**config.mk**
```make
export PLATFORM = sky130hd
export DESIGN_NAME = tick_count_decoder
export DESIGN_NICKNAME = d
export VERILOG_FILES = /design/src/rtl/tick_count_decoder.sv
export SDC_FILE = /design/constraint.sdc
export NUM_CORES = 1
export LEC_CHECK = 0
export ABC_AREA = 1
export CAP_MARGIN = 15
export CORE_MARGIN = 2
export CORE_UTILIZATION = 50
export DETAILED_ROUTE_END_ITERATION = 12
export HOLD_SLACK_MARGIN = 0.02
export PLACE_DENSITY_LB_ADDON = 0.1
export SYNTH_ARGS = -nofsm -noshare
export SYNTH_HDL_FRONTEND = slang
export SYNTH_SLANG_ARGS = --single-unit
```
**constraint.sdc**
```tcl
create_clock -name clockSignal -period 4.9 [get_ports clockSignal]
set_input_delay 0.49 -clock clockSignal [delete_from_list [all_inputs] [get_ports clockSignal]]
set_output_delay 0.49 -clock clockSignal [all_outputs]
set_load 0.02 [all_outputs]
```
**src/rtl/tick_count_decoder.sv**
```systemverilog
// rtl/tick_count_decoder.sv - decodes a centisecond tick count into d/h/m/s/cs
//
// A sequential restoring divider runs four chained stages (/100, /60, /60, /24),
// one quotient bit per clock. The remainders of the stages become centiseconds,
// seconds, minutes and hours, and the final quotient becomes whole days.
// All result outputs load together on the edge that raises done.
//
// Optional feature macro: DISPLAY_BCD_EN (adds registered BCD copies of the
// centisecond, second, minute and hour fields).
//
// Ports:
//   clockSignal  in   system clock, rising edge
//   reset        in   asynchronous active-high reset
//   countIn      in   tick count, sampled on an accepted start
//   start        in   conversion request, accepted only while idle
//   busy         out  conversion in progress
//   done         out  one-cycle pulse, results updated on this edge
//   centisecOut  out  0..99
//   secOut       out  0..59
//   minOut       out  0..59
//   hourOut      out  0..23
//   dayOut       out  whole days (full quotient)
//   centisecBcd, secBcd, minBcd, hourBcd  out  {tens, ones} (DISPLAY_BCD_EN only)

module tick_count_decoder #(
    parameter int COUNT_W = 32
) (
    input  logic               clockSignal,
    input  logic               reset,
    input  logic [COUNT_W-1:0] countIn,
    input  logic               start,
    output logic               busy,
    output logic               done,
    output logic [6:0]         centisecOut,
    output logic [5:0]         secOut,
    output logic [5:0]         minOut,
    output logic [4:0]         hourOut,
`ifdef DISPLAY_BCD_EN
    output logic [7:0]         centisecBcd,
    output logic [7:0]         secBcd,
    output logic [7:0]         minBcd,
    output logic [7:0]         hourBcd,
`endif
    output logic [COUNT_W-1:0] dayOut
);

    localparam int BIT_W = (COUNT_W > 1) ? $clog2(COUNT_W) : 1;
    localparam logic [BIT_W-1:0] LAST_BIT = BIT_W'(COUNT_W - 1);

    typedef enum logic [1:0] {
        S_IDLE = 2'd0,
        S_DIV  = 2'd1,
        S_DONE = 2'd2
    } state_t;

    state_t             state_q, state_d;
    logic [COUNT_W-1:0] dividend_q, dividend_d;
    logic [7:0]         rem_q, rem_d;
    logic [1:0]         stage_q, stage_d;
    logic [BIT_W-1:0]   bit_q, bit_d;

    // Internal field registers filled stage by stage; hours are taken
    // straight from the last stage's remainder on the DONE-entry edge.
    logic [6:0]         cs_q, cs_d;
    logic [5:0]         sec_q, sec_d;
    logic [5:0]         min_q, min_d;

    logic [6:0]         out_cs_q, out_cs_d;
    logic [5:0]         out_sec_q, out_sec_d;
    logic [5:0]         out_min_q, out_min_d;
    logic [4:0]         out_hr_q, out_hr_d;
    logic [COUNT_W-1:0] out_day_q, out_day_d;

`ifdef DISPLAY_BCD_EN
    logic [7:0] bcd_cs_q, bcd_cs_d;
    logic [7:0] bcd_sec_q, bcd_sec_d;
    logic [7:0] bcd_min_q, bcd_min_d;
    logic [7:0] bcd_hr_q, bcd_hr_d;

    // Binary (<100) to {tens, ones} by comparing against multiples of ten.
    function automatic logic [7:0] to_bcd(input logic [6:0] v);
        logic [3:0] tens;
        logic [3:0] ones;
        tens = 4'd0;
        for (int t = 1; t <= 9; t++) begin
            if (v >= 7'(t * 10)) begin
                tens = 4'(t);
            end
        end
        ones = 4'(v - 7'(tens) * 7'd10);
        return {tens, ones};
    endfunction
`endif

    // One restoring-division step on the current dividend/remainder.
    logic [7:0]         divisor;
    logic [8:0]         rem_shift;
    logic               q_bit;
    logic [7:0]         step_rem;
    logic [COUNT_W-1:0] step_quot;

    always_comb begin
        case (stage_q)
            2'd0:    divisor = 8'd100;
            2'd1:    divisor = 8'd60;
            2'd2:    divisor = 8'd60;
            default: divisor = 8'd24;
        endcase
        rem_shift = {rem_q, dividend_q[COUNT_W-1]};
        q_bit     = (rem_shift >= {1'b0, divisor});
        step_rem  = q_bit ? 8'(rem_shift - {1'b0, divisor}) : rem_shift[7:0];
        // The quotient bits shift into the vacated low end of the dividend,
        // so after COUNT_W steps the dividend register holds the quotient.
        step_quot = {dividend_q[COUNT_W-2:0], q_bit};
    end

    always_comb begin
        state_d    = state_q;
        dividend_d = dividend_q;
        rem_d      = rem_q;
        stage_d    = stage_q;
        bit_d      = bit_q;
        cs_d       = cs_q;
        sec_d      = sec_q;
        min_d      = min_q;
        out_cs_d   = out_cs_q;
        out_sec_d  = out_sec_q;
        out_min_d  = out_min_q;
        out_hr_d   = out_hr_q;
        out_day_d  = out_day_q;
`ifdef DISPLAY_BCD_EN
        bcd_cs_d   = bcd_cs_q;
        bcd_sec_d  = bcd_sec_q;
        bcd_min_d  = bcd_min_q;
        bcd_hr_d   = bcd_hr_q;
`endif
        case (state_q)
            S_IDLE: begin
                if (start) begin
                    dividend_d = countIn;
                    rem_d      = 8'd0;
                    stage_d    = 2'd0;
                    bit_d      = LAST_BIT;
                    state_d    = S_DIV;
                end
            end
            S_DIV: begin
                dividend_d = step_quot;
                if (bit_q != '0) begin
                    rem_d = step_rem;
                    bit_d = bit_q - 1'b1;
                end else begin
                    // Stage boundary handled on the same edge: no bubble cycle.
                    rem_d   = 8'd0;
                    bit_d   = LAST_BIT;
                    stage_d = stage_q + 2'd1;
                    case (stage_q)
                        2'd0: cs_d  = step_rem[6:0];
                        2'd1: sec_d = step_rem[5:0];
                        2'd2: min_d = step_rem[5:0];
                        default: begin
                            out_cs_d  = cs_q;
                            out_sec_d = sec_q;
                            out_min_d = min_q;
                            out_hr_d  = step_rem[4:0];
                            out_day_d = step_quot;
`ifdef DISPLAY_BCD_EN
                            bcd_cs_d  = to_bcd(cs_q);
                            bcd_sec_d = to_bcd({1'b0, sec_q});
                            bcd_min_d = to_bcd({1'b0, min_q});
                            bcd_hr_d  = to_bcd({2'b00, step_rem[4:0]});
`endif
                            state_d   = S_DONE;
                        end
                    endcase
                end
            end
            S_DONE: begin
                // A start seen here is dropped; the block accepts it next cycle.
                state_d = S_IDLE;
            end
            default: begin
                state_d = S_IDLE;
            end
        endcase
    end

    always_ff @(posedge clockSignal or posedge reset) begin
        if (reset) begin
            state_q    <= S_IDLE;
            dividend_q <= '0;
            rem_q      <= 8'd0;
            stage_q    <= 2'd0;
            bit_q      <= '0;
            cs_q       <= 7'd0;
            sec_q      <= 6'd0;
            min_q      <= 6'd0;
            out_cs_q   <= 7'd0;
            out_sec_q  <= 6'd0;
            out_min_q  <= 6'd0;
            out_hr_q   <= 5'd0;
            out_day_q  <= '0;
`ifdef DISPLAY_BCD_EN
            bcd_cs_q   <= 8'h00;
            bcd_sec_q  <= 8'h00;
            bcd_min_q  <= 8'h00;
            bcd_hr_q   <= 8'h00;
`endif
        end else begin
            state_q    <= state_d;
            dividend_q <= dividend_d;
            rem_q      <= rem_d;
            stage_q    <= stage_d;
            bit_q      <= bit_d;
            cs_q       <= cs_d;
            sec_q      <= sec_d;
            min_q      <= min_d;
            out_cs_q   <= out_cs_d;
            out_sec_q  <= out_sec_d;
            out_min_q  <= out_min_d;
            out_hr_q   <= out_hr_d;
            out_day_q  <= out_day_d;
`ifdef DISPLAY_BCD_EN
            bcd_cs_q   <= bcd_cs_d;
            bcd_sec_q  <= bcd_sec_d;
            bcd_min_q  <= bcd_min_d;
            bcd_hr_q   <= bcd_hr_d;
`endif
        end
    end

    assign busy        = (state_q == S_DIV);
    assign done        = (state_q == S_DONE);
    assign centisecOut = out_cs_q;
    assign secOut      = out_sec_q;
    assign minOut      = out_min_q;
    assign hourOut     = out_hr_q;
    assign dayOut      = out_day_q;
`ifdef DISPLAY_BCD_EN
    assign centisecBcd = bcd_cs_q;
    assign secBcd      = bcd_sec_q;
    assign minBcd      = bcd_min_q;
    assign hourBcd     = bcd_hr_q;
`endif

endmodule

```
-- Word level (Yosys, flattened, before mapping)
Cells that the tools add are included.
- flip-flop bits (word level): 124
- word-level logic and storage cells: 56
- output and inout port bits: 58
- input port bits: 35
- equal/unequal tests: 7
- multiplexer cells: 17
- reduce and logical (&&, ||, !) cells: 13
- order comparisons: 1
- $add $sub $neg: 3
- bitwise gates (word level): 2
- operators by type and width (kind ; number):
    $pmux 32 s2 ; 1
    $mux 32 ; 1
    $mux 8 ; 3
    $reduce_and 3->1 ; 6
    $pmux 8 s2 ; 1
    $pmux 7 s2 ; 1
    $mux 2 ; 5
    $mux 5 ; 2
    $pmux 5 s2 ; 1
    $ge 9x7->1 ; 1
    $pmux 2 s2 ; 2
    $sub 8x8->8 ; 1
    $ne 2x2->1 const B ; 3
    $reduce_bool 5->1 ; 1
    $sub 5x1->5 const B ; 1
    $eq 2x1->1 const B ; 2
    $eq 2x2->1 const B ; 2
    $logic_not 2->1 ; 2
    $reduce_or 3->1 ; 1
    $add 2x1->2 const B ; 1
    $not 1->1 ; 2
    $reduce_and 2->1 ; 1
    $reduce_bool 2->1 ; 1
    $reduce_or 2->1 ; 1

-- Logic depth before layout (Yosys ltp)
- depth after elaboration: 7
- mapped depth: 16
- depth with buffers taken out: 16

-- Worst setup path before layout
No wires, ideal clock.
- path type: register to register
- start: reg stage_q[0]
- end: reg min_q[5]
- stages on the path, launching flop included: 13
- clock period less this slack: 2.126 ns
- slack: 2.774 ns
- setup time: 0.117 ns
- buffers on the path: 0
- arrival: 2.010 ns
- required time: 4.783 ns
- cells stage by stage: dfrtp_1 > inv_1 > ha_1 > inv_2 > ha_1 > nand2_1 > inv_1 > a21oi_1 > nand2_4 > o21ai_0 > nand2_2 > nand2_1 > nand2_1
- word-level cells in the longest chain between the ends: 5
- elaborated cells between the ends (all ways): 9
- those cells by class: 1 x add/sub; 1 x order compare; 2 x eq/ne; 2 x mux; 3 x reduce/logical
- ends and longest elaborated chain (element ; RTL line ; text):
    start: declaration ; 59 ; logic [1:0] stage_q, stage_d;
    start signal: assignment ; 213 ; stage_q <= stage_d;
    $eq 2x2->1 / $eq 2x1->1 (equally long branches) ; 103, 157 ;
    $reduce_or 2->1 (no source line) ; -- ;
    $pmux 7 s2 ; 103 ; case (stage_q)
    $sub 8x8->8 / $ge 9x7->1 (equally long branches) ; 111, 110 ;
    $mux 8 ; 111 ; step_rem = q_bit ? 8'(rem_shift - {1'b0, divisor}) : rem_shift[7:0];
    end signal: assignment ; 217 ; min_q <= min_d;
    end: declaration ; 66 ; logic [5:0] min_q, min_d;
Parallel ways exist; a longest one is shown, timed or not.
A chain may end at the register's enable or synchronous reset.

-- Worst setup path after layout
- start: reg state_q[1]
- end: reg out_day_q[25], in the netlist dayOut[25]
- word-level cells in the longest chain between the ends: 2
- ends and longest elaborated chain (element ; RTL line ; text):
    start: declaration ; 56 ; state_t state_q, state_d;
    start signal: assignment ; 210 ; state_q <= state_d;
    $eq 2x1->1 ; 137 ; case (state_q)
    $reduce_and 3->1 (no source line) ; -- ;
    end signal: assignment ; 222 ; out_day_q <= out_day_d;
    end: declaration ; 72 ; logic [COUNT_W-1:0] out_day_q, out_day_d;
No other way between the ends.

==> impl_metrics.csv <==
group,metric,value,unit
run_status,run_status,"complete, no violations",
sta,fmax,306,MHz
final_layout,drive_gt1_frac,0.0818,
clock_network,ctsHtreeMaxLevel,4,
die,io_pins,93,
final_layout,final_core_util,0.655,
sta,worst_pin_slew,846,ps
sta,tns,0,ps
die,core,0.0107,sq mm
global_route,antenna_found_initial,0,
routing,wl_per_cell,14.3,microns
global_route,grt_pass1_wl,20400,microns
global_route,grt_pass1_vias,4337,
yosys,syn_area_per_cell,8.77,sq um
setup_path,critPathRequiredTime,5270,ps
yosys,synth_area_leaders,"dfrtp_1 (57%), nand2_1 (13%), inv_1 (4.4%)",
routing,via_per_inst,5.17,
place,place_congestion,0.815,
sta,fin_crit_sh,0.668,
sta,hold_ws,452,ps
final_layout,area_delta_synth_final,29.3,%
yosys,ys.flop_type,"dfrtp_1",
yosys,netlist_instances,618,
setup_path,crit_type,"reg -> reg",
min_path,hp-class,"in -> async",
die,die_y,108,microns
clock_network,cts_made_buffers,17,
place,dp_hpwl,8050,microns
power_and_ir_drop,ir_drop,259,uV
place,io_buffers,92,
sta,finalSetupViolCount,0,
clock_network,cts_resized,0,
sta,min_period,3270,ps
die,fp.dieW,108,microns
clock_network,clk_latency,520,ps
clock_network,clockRootBuffer,"clkbuf_8",
setup_path,cp_data_arrival_time,3640,ps
sta,drv_slew,0,
global_route,grt_usage,0.226,
setup_path,r2r_slack,1630,ps
clock_network,cts_tree,"built",
clock_network,cts_buffer_depth,2,
power_and_ir_drop,total_power,3.52,mW
routing,drc,0,
routing,first_pass_iters,5,
final_layout,final_nets,754,
yosys,synth_top_family_by_area,"simple AND/OR/NAND/NOR gates",
power_and_ir_drop,p_per_area,503,mW/mm^2
sta,hold_violations,0,
final_layout,insertedDiodeCount,0,
sta,fin_skew,9.44,ps
power_and_ir_drop,cellLeakagePower,3.45,nW
die,dieArea,0.0117,sq mm
yosys,synth_cell_types,29,
sta,rsz0062_at_grt,"no",
setup_path,crit_path_max_fanout,54,
clock_network,clock-sinks,124,
setup_path,crit_path_start_kind,"register",
yosys,synth_xor_area_frac,0.00162,
die,fp-row-count,38,
yosys,synth_edf_count,0,
yosys,ys_top_cells_by_count,"nand2_1 (184), dfrtp_1 (124), inv_1 (64)",
yosys,yosysMostFrequentCell,"nand2_1",
yosys,synth_compound_area_frac,0.128,
yosys,synth.cell_area,0.00542,sq mm
yosys,async_reset_ff_frac,1.00,
global_route,grt_max_degree,72,
yosys,yosysTopAreaCell,"dfrtp_1",
clock_network,cts_setup_buffers,0,
yosys,synth_mux_area_frac,0,
sta,max_slew_margin,0.436,
setup_path,end_kind,"register",
yosys,syn-num-nets,664,
die,start_util,0.507,
yosys,yosys.area_share.simple,0.202,
clock_network,holdBufCountCts,0,
routing,dr.first_iter.drc_count,186,
routing,drt_wl_total,12300,microns
yosys,yosys.area.top_type_share,0.573,
yosys,synth-seq-cells,124,
global_route,grt_overflow,0,
routing,vias,4448,
clock_network,path_clk_slew,60,ps
routing,final_antenna_net_count,0,
yosys,synth-seq-area-share,0.573,
flow_run,maxCapViolations,0,
yosys,yosys_warnings,0,
yosys,synth_fa_ha_area_frac,0.0254,
-- cell families (layout without fill, tap and decap cells) --
logic type      Yosys count  after routing
simple gates            263            263
compound gates          125            125
buf+inv                  94            197
xor+xnor                  1              1
fa+ha+maj                11             11
flops                   124            124
-- cell type report --
cell class / count / area, sq um
tap: 140 / 175
multi-input combinational: 400 / 1940
clock buffer: 18 / 428
sequential: 124 / 3100
clock inverter: 14 / 136
inverter: 69 / 262
fill: 894 / 3690
timing repair buffer: 96 / 963
-- metrics by stage --
| stage | instances | setup slack (ps) | instance area, sq um |
|---|---|---|---|
| 2_1_floorplan | 618 | 1110 | 5420 |
| 3_3_place_gp | 828 | 1610 | 6420 |
| 3_5_place_dp | 828 | 1460 | 6420 |
| 4_1_cts | 860 | 1430 | 6980 |
| 5_1_grt | 861 | 1250 | 7000 |
| 6_report | 861 | 1630 | 7000 |
-- critical path: stages (launching register included) --
cell and delay (ps):
dfrtp_1 420, nor2_4 630, nand2_1 240, nor2_2 700
inv_2 490, buf_4 430, nand2_1 110, o21ai_1 80
-- state kept, by name, indices dropped and copies added, names as in the netlist, 7 cells and up --
name and flops:
centisecOut 7, cs_q 7, rem_q 8, dayOut 32, dividend_q 32
-- where the power goes --
group | internal [mW] | leakage, nW | switching, mW
combinational | 0.335 | 1.55 | 0.657
sequential | 1.22 | 1.63 | 0.112
clock | 0.698 | 0.275 | 0.502
-- per-layer routing --
metal	track usage	vias to the layer above	part of all wire
li1	-	2178	-
met1	0.298	2110	0.45
met2	0.370	134	0.49
met3	0.0500	26	0.047
met4	0.0833	0	0.019
met5	0	-	0
-- final timing paths --
kind | depth (start not counted) | start | end
min in group clockSignal | 2 | secOut[5]$_DFFE_PP0P_ | secOut[5]$_DFFE_PP0P_
worst min register to register | 2 | secOut[5]$_DFFE_PP0P_ | secOut[5]$_DFFE_PP0P_
worst min-delay path | 2 | reset | minOut[1]$_DFFE_PP0P_
worst max register to register | 7 | state_q[1]$_DFFE_PP0P_ | dayOut[25]$_DFFE_PP0P_
worst max-delay path | 7 | state_q[1]$_DFFE_PP0P_ | dayOut[25]$_DFFE_PP0P_
max in group asynchronous | 3 | reset | dayOut[1]$_DFFE_PP0P_
-- placed cells by master, fill, tap and decap left out, types with 2 or more instances in the layout --
cell	n
buf_4	3
clkbuf_16	16
clkbuf_8	2
clkdlybuf4s50_1	92
clkinv_2	2
clkinv_4	3
clkinvlp_4	2
dfrtp_1	124
ha_1	11
inv_1	63
inv_2	5
inv_6	5
nand2_1	183
nand2_2	7
nand3_1	27
nor2_1	36
nor2_2	3
nor3_1	2
o21ai_0	45
o21ai_1	37
o21ai_2	2
o21bai_1	2
o22ai_1	34
Power figures use the tool's default switching activity.
